### config.mk
export PLATFORM = sky130hd
export DESIGN_NAME = mac_accum_flat
export DESIGN_NICKNAME = d
export VERILOG_FILES = /design/src/rtl/mac_accum_if.sv /design/src/rtl/mac_accum.sv /design/src/flat_wrapper.sv
export SDC_FILE = /design/constraint.sdc
export NUM_CORES = 1
export LEC_CHECK = 0
export CORE_ASPECT_RATIO = 0.7
export CORE_UTILIZATION = 30
export CTS_CLUSTER_SIZE = 25
export DETAILED_ROUTE_END_ITERATION = 12
export HOLD_SLACK_MARGIN = 0.06
export SETUP_SLACK_MARGIN = 0.2
export SLEW_MARGIN = 15
export SYNTH_ARGS = -nofsm -noshare
export SYNTH_HDL_FRONTEND = slang
export SYNTH_SLANG_ARGS = --single-unit
### constraint.sdc
create_clock -name clk -period 2.18 [get_ports clk]
set_input_delay 0.218 -clock clk [delete_from_list [all_inputs] [get_ports clk]]
set_output_delay 0.218 -clock clk [all_outputs]
set_load 0.02 [all_outputs]
### src/rtl/mac_accum_if.sv
// ============================================================================
// Module      : mac_accum_if
// Description : Product-in / result-out handshake bundle for mac_accum.
//               The master side feeds products and consumes results; the
//               slave side is the accumulator itself.
// Revision    : 1.0 - initial release
// ============================================================================
`default_nettype none

interface mac_accum_if #(
  parameter int P     = 9,
  parameter int ACC_W = 12
) ();

  logic [P-1:0]     prod_in;
  logic             prod_valid;
  logic             prod_ready;
  logic [ACC_W-1:0] acc_out;
  logic             acc_valid;
  logic             acc_ready;
  logic             ovf;

  modport master (
    output prod_in,
    output prod_valid,
    output acc_ready,
    input  prod_ready,
    input  acc_out,
    input  acc_valid,
    input  ovf
  );

  modport slave (
    input  prod_in,
    input  prod_valid,
    input  acc_ready,
    output prod_ready,
    output acc_out,
    output acc_valid,
    output ovf
  );

endinterface

`default_nettype wire

### src/rtl/mac_accum.sv
// ============================================================================
// Module      : mac_accum
// Description : Signed multiply-accumulate back end. Sums K consecutive
//               signed products into an ACC_W-bit result presented on a
//               valid/ready port, with sticky per-group overflow flag.
//               Optional macro MAC_ACCUM_SAT_EN: saturate instead of wrap.
// Revision    : 1.0 - initial release
// ============================================================================
`default_nettype none

module mac_accum #(
  parameter int N     = 4,
  parameter int M     = 5,
  parameter int P     = N + M,
  parameter int K     = 4,
  parameter int ACC_W = 12
) (
  input  logic       clk,
  input  logic       rst,
  input  logic       clear,
  mac_accum_if.slave bus
);

  localparam logic [1:0] c_IDLE  = 2'd0;
  localparam logic [1:0] c_ACCUM = 2'd1;
  localparam logic [1:0] c_HOLD  = 2'd2;

  // Term index of the last product of a group (cnt holds terms already taken).
  localparam logic [7:0] c_K_LAST = 8'(K - 1);

  logic [1:0]       state_q, state_d;
  logic [ACC_W-1:0] acc_q,   acc_d;
  logic [7:0]       cnt_q,   cnt_d;
  logic             ovf_q,   ovf_d;

  logic [P-1:0]     w_prod;
  logic [ACC_W-1:0] w_sext;
  logic [ACC_W-1:0] w_sum;
  logic [ACC_W-1:0] w_add_res;
  logic             w_add_ovf;
  logic             w_prod_ready;
  logic             w_accept;

  assign w_prod = bus.prod_in;

  // Sign-extend the product to accumulator width (no-op when widths match).
  generate
    if (ACC_W > P) begin : g_sext_wide
      assign w_sext = {{(ACC_W-P){w_prod[P-1]}}, w_prod};
    end else begin : g_sext_same
      assign w_sext = w_prod[ACC_W-1:0];
    end
  endgenerate

  // Signed overflow: both operands share a sign that the sum does not.
  assign w_sum     = acc_q + w_sext;
  assign w_add_ovf = (acc_q[ACC_W-1] == w_sext[ACC_W-1]) &&
                     (w_sum[ACC_W-1] != acc_q[ACC_W-1]);

`ifdef MAC_ACCUM_SAT_EN
  localparam logic [ACC_W-1:0] c_SAT_MAX = {1'b0, {(ACC_W-1){1'b1}}};
  localparam logic [ACC_W-1:0] c_SAT_MIN = {1'b1, {(ACC_W-1){1'b0}}};

  // Clamp toward the operands' common sign on overflow.
  assign w_add_res = w_add_ovf ? (w_sext[ACC_W-1] ? c_SAT_MIN : c_SAT_MAX)
                               : w_sum;
`else
  // Plain modulo-2^ACC_W wrap; the flag still records the overflow.
  assign w_add_res = w_sum;
`endif

  // Handshake decodes: clear blocks both accepting and presenting.
  assign w_prod_ready  = !clear && ((state_q == c_IDLE) || (state_q == c_ACCUM));
  assign w_accept      = bus.prod_valid && w_prod_ready;
  assign bus.prod_ready = w_prod_ready;
  assign bus.acc_valid  = !clear && (state_q == c_HOLD);
  assign bus.acc_out    = acc_q;
  assign bus.ovf        = ovf_q;

  // Next-state logic for the group sequencer and accumulator.
  always_comb begin
    state_d = state_q;
    acc_d   = acc_q;
    cnt_d   = cnt_q;
    ovf_d   = ovf_q;
    if (clear) begin
      state_d = c_IDLE;
      acc_d   = '0;
      cnt_d   = '0;
      ovf_d   = 1'b0;
    end else begin
      case (state_q)
        c_IDLE: begin
          if (w_accept) begin
            acc_d   = w_sext;
            cnt_d   = 8'd1;
            ovf_d   = 1'b0;
            state_d = (K == 1) ? c_HOLD : c_ACCUM;
          end
        end
        c_ACCUM: begin
          if (w_accept) begin
            acc_d = w_add_res;
            cnt_d = cnt_q + 8'd1;
            ovf_d = ovf_q | w_add_ovf;
            if (cnt_q == c_K_LAST) begin
              state_d = c_HOLD;
            end
          end
        end
        c_HOLD: begin
          if (bus.acc_ready) begin
            state_d = c_IDLE;
          end
        end
        default: begin
          state_d = c_IDLE;
        end
      endcase
    end
  end

  // State registers with synchronous reset.
  always_ff @(posedge clk) begin
    if (rst) begin
      state_q <= c_IDLE;
      acc_q   <= '0;
      cnt_q   <= '0;
      ovf_q   <= 1'b0;
    end else begin
      state_q <= state_d;
      acc_q   <= acc_d;
      cnt_q   <= cnt_d;
      ovf_q   <= ovf_d;
    end
  end

endmodule

`default_nettype wire

### src/flat_wrapper.sv
// flat-port wrapper written by rule: the top's interface ports become plain ports
module mac_accum_flat 
#(
  parameter int N     = 4,
  parameter int M     = 5,
  parameter int P     = N + M,
  parameter int K     = 4,
  parameter int ACC_W = 12
)
  (clk, rst, clear, bus_prod_in, bus_prod_valid, bus_acc_ready, bus_prod_ready, bus_acc_out, bus_acc_valid, bus_ovf);
  mac_accum_if #(.P(P), .ACC_W(ACC_W)) bus_i ();
  input  logic clk;
  input  logic rst;
  input  logic clear;
  input wire logic [$bits(bus_i.prod_in)-1:0] bus_prod_in;
  input wire logic [$bits(bus_i.prod_valid)-1:0] bus_prod_valid;
  input wire logic [$bits(bus_i.acc_ready)-1:0] bus_acc_ready;
  output wire logic [$bits(bus_i.prod_ready)-1:0] bus_prod_ready;
  output wire logic [$bits(bus_i.acc_out)-1:0] bus_acc_out;
  output wire logic [$bits(bus_i.acc_valid)-1:0] bus_acc_valid;
  output wire logic [$bits(bus_i.ovf)-1:0] bus_ovf;
  assign bus_i.prod_in = bus_prod_in;
  assign bus_i.prod_valid = bus_prod_valid;
  assign bus_i.acc_ready = bus_acc_ready;
  assign bus_prod_ready = bus_i.prod_ready;
  assign bus_acc_out = bus_i.acc_out;
  assign bus_acc_valid = bus_i.acc_valid;
  assign bus_ovf = bus_i.ovf;
  mac_accum #(.N(N), .M(M), .P(P), .K(K), .ACC_W(ACC_W)) u_core (.clk(clk), .rst(rst), .clear(clear), .bus(bus_i));
endmodule
==> flow_metrics.tcl, run 1 <==
set metrics [dict create \
    run_status "finished, final reports clean" \
    worstPathRequired_ps 2400 \
    antennaDiodeCount 0 \
    fin_crit_ps 2050 \
    min_path_type "in -> reg" \
    clock-root-buffer "clkbuf_8" \
    p_leak_nw 0.886 \
    critPathMaxFanout 4 \
    grt_pass1_wl_um 6180 \
    overflow 0 \
    clockBufferDepth 2 \
    ys.warnings.count 0 \
    p_seq_share_pct 45.3 \
    synthArstFlopShare_pct 0 \
    crit_chain "ha_4 -> a2111oi_4 -> o21ai_2 -> a41oi_2 -> a21oi_2 -> or3b_1 -> a31oi_1 -> o21a_1" \
    finalWorstSetupSlack_ps 128 \
    maxSlewHeadroom_pct 51.4 \
    design.die.area_mm2 0.00536 \
    holdCritStartpoint "bus_prod_in[4]" \
    fin_area_mm2 0.00222 \
    cp.arrival_ps 2270 \
    synth.most_common_cell "nor2_1" \
    worstSetupEndpointType "register" \
    startpoint "u_core.bus.acc_out[6]" \
    ys_top_cells_by_area "dfxtp_1 30%, ha_1 9.9%, nor2_1 6.7%" \
    rr_startpoint "u_core.bus.acc_out[6]" \
    cts_tree "yes" \
    area_delta_synth_final_pct 46.3 \
    yosys.area.top_type "dfxtp_1" \
    drc 0 \
    drt-vias-per-instance 4.74 \
    setup_violations 0 \
    ys_seq_elements 23 \
    synth_edf_count 0 \
    rsz0062_at_grt "true" \
    synth_top_area_share_pct 30.3 \
    fin_nets 262 \
    cts.sinks 23 \
    cp_top_family "compound AO/OA/AOI/OAI gates" \
    p_comb_share_pct 24.7 \
    pre_cts_ws_ps -295 \
    syn_avg_cell_area_um2 8.35 \
    dpl.hpwl_um 2900 \
    htree_levels 1 \
    num_vias 1435 \
    max_freq_mhz 487 \
    grtUsageTotal_pct 15.3 \
    switching_share_pct 29.5 \
    path_class "reg -> reg" \
    cell_internal_pwr_uw 680 \
    grt_max_degree 18 \
    netlist_instances 182 \
    numCtsBuffers 3 \
    finalHoldViolations 0 \
    worstSkewPairLatency_ps 280 \
    power_density_mw_per_mm2 434 \
    postSynthNetCount 209 \
    switchingPower_uw 285 \
    cp_num_buf_inv 0 \
    io_pins 29 \
    seq_area_frac_synth_pct 30.3 \
    synth_area_mm2 0.00152 \
    skew_ps 6.46 \
    critPathSlowestCell "dfxtp_4" \
    period_share_pct 94.1 \
    post_dp_cell_area_mm2 0.00211 \
    grt_pass1_vias 1288 \
    p_clk_share_pct 30.0 \
    drtIter0Drc 47 \
    antenna_left 0 \
    yosys-top-cells-count "27 x nor2_1, 23 x dfxtp_1, 13 x a21oi_1, 12 x ha_1" \
    fillers 502 \
    worst_hold_slack_ps 317 \
    slew_violations 0 \
    wirelength_um 3820 \
    dieHeight_um 61.6 \
    antenna_found_initial 0 \
    gp_congestion 0.801 \
    synth.distinct_cells 45 \
    wire_per_inst_um 12.6 \
    cp-start-kind "register" \
    maxCapViolations 0 \
    fp.coreArea_mm2 0.00483 \
    portBuffers 28 \
    dieWidth_um 87.1 \
    clk_pin_slew_worst_paths_ps 90 \
    layout-drive-gt1-share_pct 26.9 \
    ys.flop_type "dfxtp_1" \
    ir_drop_v 0.000243 \
    drt_first_pass_iters 4 \
    start_util_pct 31.4 \
    cpPeakStageDelay_ps 360 \
    rows 21 \
    worst_pin_slew_ps 729 \
]
==> worst min-delay path: stages <==
cell,delay (ps)
dlymetal6s2s_1,130
a21oi_1,80
a21oi_1,130
==> power by group through the flow <==
stage	registers (mW)	clock network, mW	logic (mW)
after floorplan	0.454	0	0.120
after global placement	0.447	0	0.226
after detailed placement	0.447	0	0.227
after CTS	0.437	0.302	0.228
after global routing	0.439	0.315	0.266
final	0.437	0.290	0.238
==> repair_timing <==
action | 4_1_cts | 5_1_grt
setup buffers | 1 | 3
resized for setup | 7 | 8
endpoints found under the hold margin | 0 | 0
hold buffers | 0 | 0
pin swaps | 8 | 6
endpoints found under the setup margin | 6 | 7
==> cells in the final DEF (no fill, tap or decap), types with 3 or more instances in the layout <==
cell type / instances
a211oi_1: 7
a21oi_1: 12
buf_4: 26
clkbuf_8: 3
clkdlybuf4s50_1: 23
dfxtp_1: 17
dfxtp_2: 4
dlygate4sd2_1: 4
ha_1: 6
ha_4: 5
inv_1: 3
mux2i_1: 5
nand2_1: 10
nand2b_1: 3
nand3_1: 5
nor2_1: 27
nor3_1: 6
o21a_1: 3
o21ai_0: 7
o21ai_1: 3
o21ai_2: 3
or2_2: 4
xnor2_1: 3
xor2_1: 7
==> flip-flops by register name (all words and copies together) (netlist names) <==
register / cells
u_core.bus.acc_out: 12
u_core.bus.ovf: 1
u_core.state_q: 2
u_core.cnt_q: 8
==> stage by stage <==
stage	instances	util, %	setup TNS, ps	power, mW
global route	303	46.0	-1.22	1.02
detailed placement	295	43.6	-1400	0.675
finish	303	46.0	0	0.966
CTS	300	44.8	0	0.968
global placement	295	43.6	-1200	0.673
floorplan	182	-	0	0.575
==> cells by family after synthesis <==
| kind of cell | share of synthesized area [%] |
|---|---|
| buffers and inverters | 2.47 |
| and+or+nand+nor | 22.8 |
| adders and majority gates | 11.2 |
| muxes | 3.29 |
| AOI/OAI and AO/OA | 24.2 |
| xor gates and xnor gates | 5.76 |
| DFF | 30.3 |
==> per-layer routing <==
layer	part of all wire, %	global-route usage, %	up-vias
met5	0	0	-
met1	53	22.2	640
met3	5.3	4.16	2
met4	0.26	2.14	0
li1	-	-	762
met2	42	23.1	31
==> worst paths after layout <==
path	to	slack [ps]	cells past startpoint
worst min register to register	u_core.cnt_q[1]	480	2
worst max-delay path	u_core.bus.acc_out[11]	130	8
worst min-delay path	u_core.bus.acc_out[4]	320	3
worst max register to register	u_core.bus.acc_out[11]	130	8
==> final cells by class <==
| type | count | area (um^2) | area share (%) |
|---|---|---|---|
| repair buffers | 54 | 473 | 21.3 |
| flip-flops and latches | 23 | 473 | 21.3 |
| well taps | 69 | 86.3 | 3.88 |
| multi-input cells | 149 | 1130 | 50.7 |
| clock buffers | 3 | 41.3 | 1.86 |
| clock inverters | 1 | 7.51 | 0.337 |
| inverters | 4 | 15.0 | 0.675 |
No activity file was read; power rests on OpenSTA's default activity.
==> inputs of run 2 (changes only) <==
SLEW_MARGIN = 10   (was 15)
==> results of run 2 <==
Same layout as run 1: the final DEF is identical, and so are final timing and power.
==> inputs of run 3 (changes only) <==
CORE_MARGIN = 4   (was default)
==> flow_metrics.tcl, run 3 (same netlist as run 1, synthesis figures left out) <==
set metrics [dict create \
    critPathMaxFanout 3 \
    io_pins 29 \
    rows 21 \
    ir_drop_v 0.000295 \
    start_util_pct 31.4 \
    fp.coreArea_mm2 0.00483 \
    p_leak_nw 0.904 \
    worstSetupEndpointType "register" \
    pre_cts_ws_ps -281 \
    area_delta_synth_final_pct 50.8 \
    worstPathRequired_ps 2400 \
    run_status "finished, final reports clean" \
    layout_common_cells "31 x buf_4, 27 x nor2_1, 23 x clkdlybuf4s50_1" \
    cts.sinks 23 \
    fin_nets 268 \
    cts_tree "yes" \
    num_vias 1502 \
    wirelength_um 3860 \
    final_common_cell "buf_4" \
    drc 0 \
    cp-start-kind "register" \
    rsz0062_at_grt "true" \
    min_path_type "in -> reg" \
    maxCapViolations 0 \
    antenna_left 0 \
    power_density_mw_per_mm2 421 \
    post_dp_cell_area_mm2 0.00213 \
    maxSlewHeadroom_pct 64.3 \
    max_freq_mhz 493 \
    htree_levels 1 \
    grt_max_degree 15 \
    finalHoldViolations 0 \
    clk_pin_slew_worst_paths_ps 90 \
    slew_violations 0 \
    period_share_pct 93.1 \
    ff2ff_setup_slack_ps 150 \
    drt_first_pass_iters 4 \
    setup_tns_ps 0 \
    largest_reg_flops 12 \
    cp.arrival_ps 2250 \
    fin_area_mm2 0.00229 \
    design.die.area_mm2 0.00629 \
    grt_pass1_vias 1390 \
    worstSkewPairLatency_ps 270 \
    wire_per_inst_um 12.5 \
    drt-vias-per-instance 4.86 \
    grtUsageTotal_pct 12.9 \
    numCtsBuffers 3 \
    clock-root-buffer "clkbuf_8" \
    path_class "reg -> reg" \
    dieHeight_um 67.6 \
    dieWidth_um 93.1 \
    portBuffers 28 \
    clockBufferDepth 2 \
    setup_violations 0 \
    antenna_found_initial 0 \
    gp_congestion 0.730 \
    layout-drive-gt1-share_pct 29.6 \
    grt_pass1_wl_um 6490 \
    drtIter0Drc 55 \
    antennaDiodeCount 0 \
    skew_ps 3.35 \
    fin_crit_ps 2030 \
    dpl.hpwl_um 3010 \
    finalWorstSetupSlack_ps 150 \
    overflow 0 \
    worst_pin_slew_ps 532 \
]
[run 3: layout make-up]
class | instances | area, um^2
inverter | 4 | 15.0
fill | 506 | 2540
tap | 69 | 86.3
sequential | 23 | 475
timing repair buffer | 60 | 518
clock buffer | 3 | 41.3
clock inverter | 1 | 7.51
multi-input combinational | 149 | 1150
[run 3: per-stage QoR]
stage / total power [mW] / util, % / hold WS, ps / cells
5_1_grt: 1.02 / 47.4 / 485 / 309
4_1_cts: 0.967 / 46.3 / 464 / 306
6_report: 0.966 / 47.4 / 468 / 309
3_3_place_gp: 0.678 / 44.1 / 459 / 298
3_5_place_dp: 0.679 / 44.1 / 464 / 298
2_1_floorplan: 0.575 / - / 400 / 182
[run 3: worst max-delay path, stage by stage, from the launching register on]
cell       delay, ps
dfxtp_4          360
ha_4             230
a2111oi_4        290
o21ai_2          120
a41oi_2          200
a21oi_2          100
or3b_1           380
a31oi_1          180
o21a_1           120
[run 3: layer usage]
layer | routed length, um | vias up | GRT usage, %
li1 | - | 773 | -
met1 | 1950 | 696 | 18.5
met2 | 1700 | 31 | 20.6
met3 | 189 | 2 | 2.90
met4 | 19 | 0 | 1.10
met5 | 0 | - | 0
[run 3: timing repair]
action / 4_1_cts / 5_1_grt
pin swaps: 9 / 11
hold buffers: 0 / 0
setup endpoints to repair: 5 / 7
gates resized for setup: 13 / 8
setup buffers: 4 / 3
[run 3: final timing paths]
check / depth (start not counted) / endpoint / startpoint
min reg2reg: 2 / u_core.cnt_q[1] / u_core.cnt_q[1]
min: 3 / u_core.bus.acc_out[5] / bus_prod_in[5]
max: 8 / u_core.bus.acc_out[11] / u_core.bus.acc_out[6]
max reg2reg: 8 / u_core.bus.acc_out[11] / u_core.bus.acc_out[6]
[run 3: power by group]
| part | internal, mW | switching, mW | leakage (nW) |
|---|---|---|---|
| registers | 0.427 | 0.0101 | 0.190 |
| clock network | 0.129 | 0.151 | 0.0217 |
| logic | 0.131 | 0.118 | 0.692 |
